[config.mk]
export PLATFORM = sky130hd
export DESIGN_NAME = pc_sequencer
export DESIGN_NICKNAME = d
export VERILOG_FILES = /design/src/rtl/pc_sequencer_pkg.sv /design/src/rtl/pc_sequencer_branch_target_rom.sv /design/src/rtl/pc_sequencer.sv
export SDC_FILE = /design/constraint.sdc
export NUM_CORES = 1
export LEC_CHECK = 0
export ABC_AREA = 1
export CORE_MARGIN = 1
export CORE_UTILIZATION = 40
export DETAILED_ROUTE_END_ITERATION = 6
export GPL_ROUTABILITY_DRIVEN = 0
export PLACE_DENSITY = 0.66
export SLEW_MARGIN = 20
export SYNTH_ARGS = -nofsm -noshare
export SYNTH_HDL_FRONTEND = slang
export SYNTH_SLANG_ARGS = --single-unit
[constraint.sdc]
create_clock -name Clk -period 2.2 [get_ports Clk]
set_input_delay 0.22 -clock Clk [delete_from_list [all_inputs] [get_ports Clk]]
set_output_delay 0.22 -clock Clk [all_outputs]
set_load 0.005 [all_outputs]
[src/rtl/pc_sequencer_pkg.sv]
// Shared types and constants for the program-counter sequencer:
// FSM state encoding and the signed branch-offset table.
package pc_pkg;

    typedef enum logic [1:0] {
        IDLE = 2'd0,
        RUN  = 2'd1,
        HALT = 2'd2
    } state_t;

    localparam int TABLE_DEPTH = 8;
    localparam int SEL_W       = 3;

    localparam int TGT_0 = 2;
    localparam int TGT_1 = 15;
    localparam int TGT_2 = 50;
    localparam int TGT_3 = -41;
    localparam int TGT_4 = 354;
    localparam int TGT_5 = -358;
    localparam int TGT_6 = 398;
    localparam int TGT_7 = -408;

    function automatic int target_offset(input logic [SEL_W-1:0] sel);
        int value;
        value = 0;
        case (sel)
            3'd0: value = TGT_0;
            3'd1: value = TGT_1;
            3'd2: value = TGT_2;
            3'd3: value = TGT_3;
            3'd4: value = TGT_4;
            3'd5: value = TGT_5;
            3'd6: value = TGT_6;
            3'd7: value = TGT_7;
            default: value = 0;
        endcase
        return value;
    endfunction

endpackage

[src/rtl/pc_sequencer_branch_target_rom.sv]
// Combinational lookup of the branch target table, sign-extended to the PC width.
module branch_target_rom
    import pc_pkg::*;
#(
    parameter int D = 12
) (
    input  logic [SEL_W-1:0]    sel,
    output logic signed [D-1:0] target
);

    logic [D-1:0] table_mem [TABLE_DEPTH];

    // Truncating the 32-bit constant keeps its two's-complement pattern at D bits.
    for (genvar gi = 0; gi < TABLE_DEPTH; gi++) begin : g_table
        assign table_mem[gi] = D'(target_offset(SEL_W'(gi)));
    end

    assign target = $signed(table_mem[sel]);

endmodule

[src/rtl/pc_sequencer.sv]
// Fetch-stage PC sequencer: IDLE/RUN/HALT control, branch redirection through
// the target table, and saturating instruction and cycle counters.
module pc_sequencer
    import pc_pkg::*;
#(
    parameter int D  = 12,
    parameter int CW = 16
) (
    input  logic             Clk,
    input  logic             Reset,
    input  logic             start,
    output logic             fetch_valid,
    input  logic             fetch_ready,
    output logic [D-1:0]     prog_ctr,
    input  logic             branch_en,
    input  logic             branch_cond,
    input  logic [SEL_W-1:0] branch_sel,
    input  logic             branch_abs,
    input  logic             halt_req,
    output logic             branch_taken,
    output logic             busy,
    output logic             done,
    output logic [CW-1:0]    instr_count,
    output logic [CW-1:0]    cycle_count
);

    state_t              state_reg;
    logic signed [D-1:0] target;
    logic                accept;
    logic                take_branch;
    logic [D-1:0]        branch_pc;
    logic [CW-1:0]       instr_next;
    logic [CW-1:0]       cycle_next;

    branch_target_rom #(.D(D)) u_rom (
        .sel    (branch_sel),
        .target (target)
    );

    always_comb begin
        accept      = fetch_valid && fetch_ready;
        take_branch = branch_en && branch_cond;
        branch_pc   = branch_abs ? D'($unsigned(target)) : D'(prog_ctr + $unsigned(target));
        // Counters stick at all-ones rather than wrapping.
        instr_next  = (instr_count == '1) ? instr_count : instr_count + CW'(1);
        cycle_next  = (cycle_count == '1) ? cycle_count : cycle_count + CW'(1);
    end

    always_ff @(posedge Clk) begin
        if (!Reset) begin
            state_reg    <= IDLE;
            prog_ctr     <= '0;
            instr_count  <= '0;
            cycle_count  <= '0;
            fetch_valid  <= 1'b0;
            busy         <= 1'b0;
            done         <= 1'b0;
            branch_taken <= 1'b0;
        end else begin
            branch_taken <= 1'b0;
            case (state_reg)
                IDLE, HALT: begin
                    if (start) begin
                        state_reg   <= RUN;
                        prog_ctr    <= '0;
                        instr_count <= '0;
                        cycle_count <= '0;
                        fetch_valid <= 1'b1;
                        busy        <= 1'b1;
                        done        <= 1'b0;
                    end
                end
                RUN: begin
                    cycle_count <= cycle_next;
                    if (accept) begin
                        instr_count <= instr_next;
                        if (halt_req) begin
                            // PC stays on the halt instruction for inspection.
                            state_reg   <= HALT;
                            fetch_valid <= 1'b0;
                            busy        <= 1'b0;
                            done        <= 1'b1;
                        end else if (take_branch) begin
                            prog_ctr     <= branch_pc;
                            branch_taken <= 1'b1;
                        end else begin
                            prog_ctr <= prog_ctr + D'(1);
                        end
                    end
                end
                default: begin
                    state_reg   <= IDLE;
                    fetch_valid <= 1'b0;
                    busy        <= 1'b0;
                    done        <= 1'b0;
                end
            endcase
        end
    end

endmodule

==> run metrics <==
total of max-cap violations 0; mean post-synth cell area 6.158 um2; post-route clock period utilization 90.05%; crit-path max FO 4; number of distinct library cells after synthesis 43; die height 96.01 um; vias in the first global route 3,617; antenna viol nets, final 0; Fillers 794; switching power total 682.1 uW; routed wire length 10,200 um; Hold Slack 0.4899 ns; Core ar. 0.008382 mm2; Main synth FF type dfxtp_1; Netlist Area Pre-Place 0.003535 mm2; Rows 33; P_leak 0.001931 uW; Setup Viol. Count Final 0; Gate power share 27.2%; first-pass GRT wire length 16,680 um; worst rel slew slack 59.65%; die width 96.01 um; Root Buffer clkbuf_8; CTS tree yes; Final #Nets 707; Worst Max-Slew Pin Slew 0.6052 ns; min Tclk post-route 1.981 ns; Via density 5.111; post-DR wirelength/cell 13.04 um; Sw Share 31.57%; Mapped Cells 574; Yosys warning count 0; H-tree lvl count 2; layout cell share with drive strength beyond 1 17.87%; critical path arrival 2.17 ns; Setup Skew 0.007435 ns; Final Hold Violating Endpoints 0; total CTS buffers 5; drt first pass iters 5; ANT cells 0; RSZ-0062 raised after global routing no; Max Freq 504.8 MHz; die area 0.009217 mm2; remaining global-route overflow 0; Cell Pwr Density 447.1 mW/mm2; DRC viols 0; register area 960.9 um2; Final Power 2161 uW; clock network fraction of total power 30.3%; crit path launch type input pin; fin cells 782; worst path required time 2.39 ns; Core Util, Final 57.67%; kind of critical path input pin to flop; HP Class flop to flop; Largest regs cycle_count (16), instr_count (16), prog_ctr (12); flops & latches, synth 48; overall routing resource usage 23.03%; pin count of the biggest net entering global routing 27; later-pin clock latency in the skew report 0.30 ns; sequential group share of total power 42.4%; post-DP HPWL 7850 um; Placed Instances 773; clock buffer depth 2; IO Port Bufs 58; sequential area share after synthesis 27.19%; Num Clock Sinks 48; Final Slew Violations 0; status finished, final reports clean; Initial Util 42.17%; ys async rst share 0%; VDD IR max 347.2 uV; initial antenna violation count 0; Place WS -0.6133 ns; Vias 3,997; CTS clk-pin slew, worst paths 0.09 ns; number of flops mapped to enable cells by yosys 0; post-synth net total 605; Multi-input gate area 0.002377 mm2; Int Pwr 1479 uW; Final WS setup 0.2189 ns; # IOs 59; 1st-iter DRT viols 207; area grow syn2layout 36.74%; CP endpoint kind flop
## worst paths after layout
path / startpoint / to / slack [ns] / cells after the start
worst min register to register: instr_count[15]$_SDFFE_PN0P_ / instr_count[15]$_SDFFE_PN0P_ / 0.49 / 2
worst max register to register: cycle_count[0]$_SDFFE_PN0P_ / cycle_count[10]$_SDFFE_PN0P_ / 0.26 / 12
worst min-delay path: instr_count[15]$_SDFFE_PN0P_ / instr_count[15]$_SDFFE_PN0P_ / 0.49 / 2
worst max-delay path: branch_sel[0] / prog_ctr[8]$_SDFFE_PN0P_ / 0.22 / 16
## layout by cell type (no fill, tap or decap), drive strengths merged
| cell | instances |
|---|---|
| nand2 | 165 |
| inv | 84 |
| a21oi | 58 |
| clkdlybuf4s50 | 55 |
| nor2 | 54 |
| dfxtp | 48 |
| buf | 48 |
| nand3 | 42 |
| o21ai | 28 |
| nor3 | 19 |
| ha | 19 |
| nand4 | 11 |
| xor2 | 8 |
| clkbuf | 8 |
| or2 | 5 |
| xnor2 | 4 |
| nand3b | 3 |
| a211oi | 3 |
| nor4 | 2 |
| clkinv | 1 |
| and3 | 1 |
| o211ai | 1 |
| o31ai | 1 |
| a31oi | 1 |
| mux2i | 1 |
| o221ai | 1 |
| o22ai | 1 |
| o21bai | 1 |
| o21a | 1 |
| fa | 1 |
| bufinv | 1 |
| clkinvlp | 1 |
## cells by family after synthesis
logic type / after synthesis / synth area share, %
simple gates: 302 / 36.81
compound gates: 96 / 14.90
flops: 48 / 27.19
mux: 1 / 0.2832
fa+ha+maj: 20 / 7.292
xor+xnor: 12 / 2.973
buf+inv: 95 / 10.55
## Yosys cell counts, types with 4 or more instances
cell type / number / area [um2]
inv_2: 5 / 18.77
nand3_1: 41 / 205.2
or2_2: 4 / 25.02
nor3_1: 18 / 90.09
o21ai_0: 26 / 130.1
ha_1: 19 / 237.7
dfxtp_1: 48 / 960.9
nor2_1: 52 / 195.2
a21oi_1: 55 / 275.3
clkbuf_1: 8 / 30.03
xor2_1: 8 / 70.07
nand4_1: 11 / 68.82
nand2_1: 163 / 611.8
inv_1: 76 / 285.3
xnor2_1: 4 / 35.03
## metal layers
| metal | up-vias | GRT usage, % | part of all wire, % |
|---|---|---|---|
| li1 | 2063 | - | - |
| met1 | 1816 | 31.62 | 47 |
| met2 | 105 | 37.83 | 46 |
| met3 | 13 | 3.160 | 5.1 |
| met4 | 0 | 5.721 | 1.4 |
| met5 | - | 0 | 0 |
## power groups by stage
stage                     Sequential, uW  Clock (uW)  Combinational [uW]
after floorplan                      935           0                 322
after CTS                            917         677                 558
after detailed placement             937           0                 542
after global placement               937           0                 532
final                                917         656                 588
after global routing                 921         715                 652
## area by class of cell
cell class                 count  share of cell area, %
multi-input combinational    431                  49.18
sequential                    48                  19.88
timing repair buffer         106                  19.16
inverter                      84                  6.679
tap                          105                  2.718
clock buffer                   5                  1.424
clock inverter                 3                 0.9578
## metrics by stage
step                TNS, ns  area (um2)
floorplan                 0        3535
global placement     -4.429        4549
detailed placement   -4.926        4549
CTS                       0        4732
global route              0        4833
finish                    0        4833
## worst max-delay path, cell delays in order
cell and delay, ns:
clkbuf_2 0.10, inv_2 0.06, ha_4 0.28, nor2_2 0.05, buf_4 0.12, nor2_1 0.16
ha_1 0.31, nand2_1 0.11, nand2_2 0.07, nor2_1 0.09, nand2_1 0.06, or2_2 0.27
nand3_1 0.07, nand3_1 0.07, nand2_1 0.08, a21oi_1 0.05
## what timing repair did
| action | 4_1_cts | 5_1_grt |
|---|---|---|
| gates resized for setup | 17 | 37 |
| pin swaps | 5 | 12 |
| gates cloned | 0 | 0 |
| buffers inserted | 1 | 0 |
| hold buffers | 0 | 0 |
| setup endpoints to repair | 10 | 8 |
No activity file was read; power rests on OpenSTA's default activity.
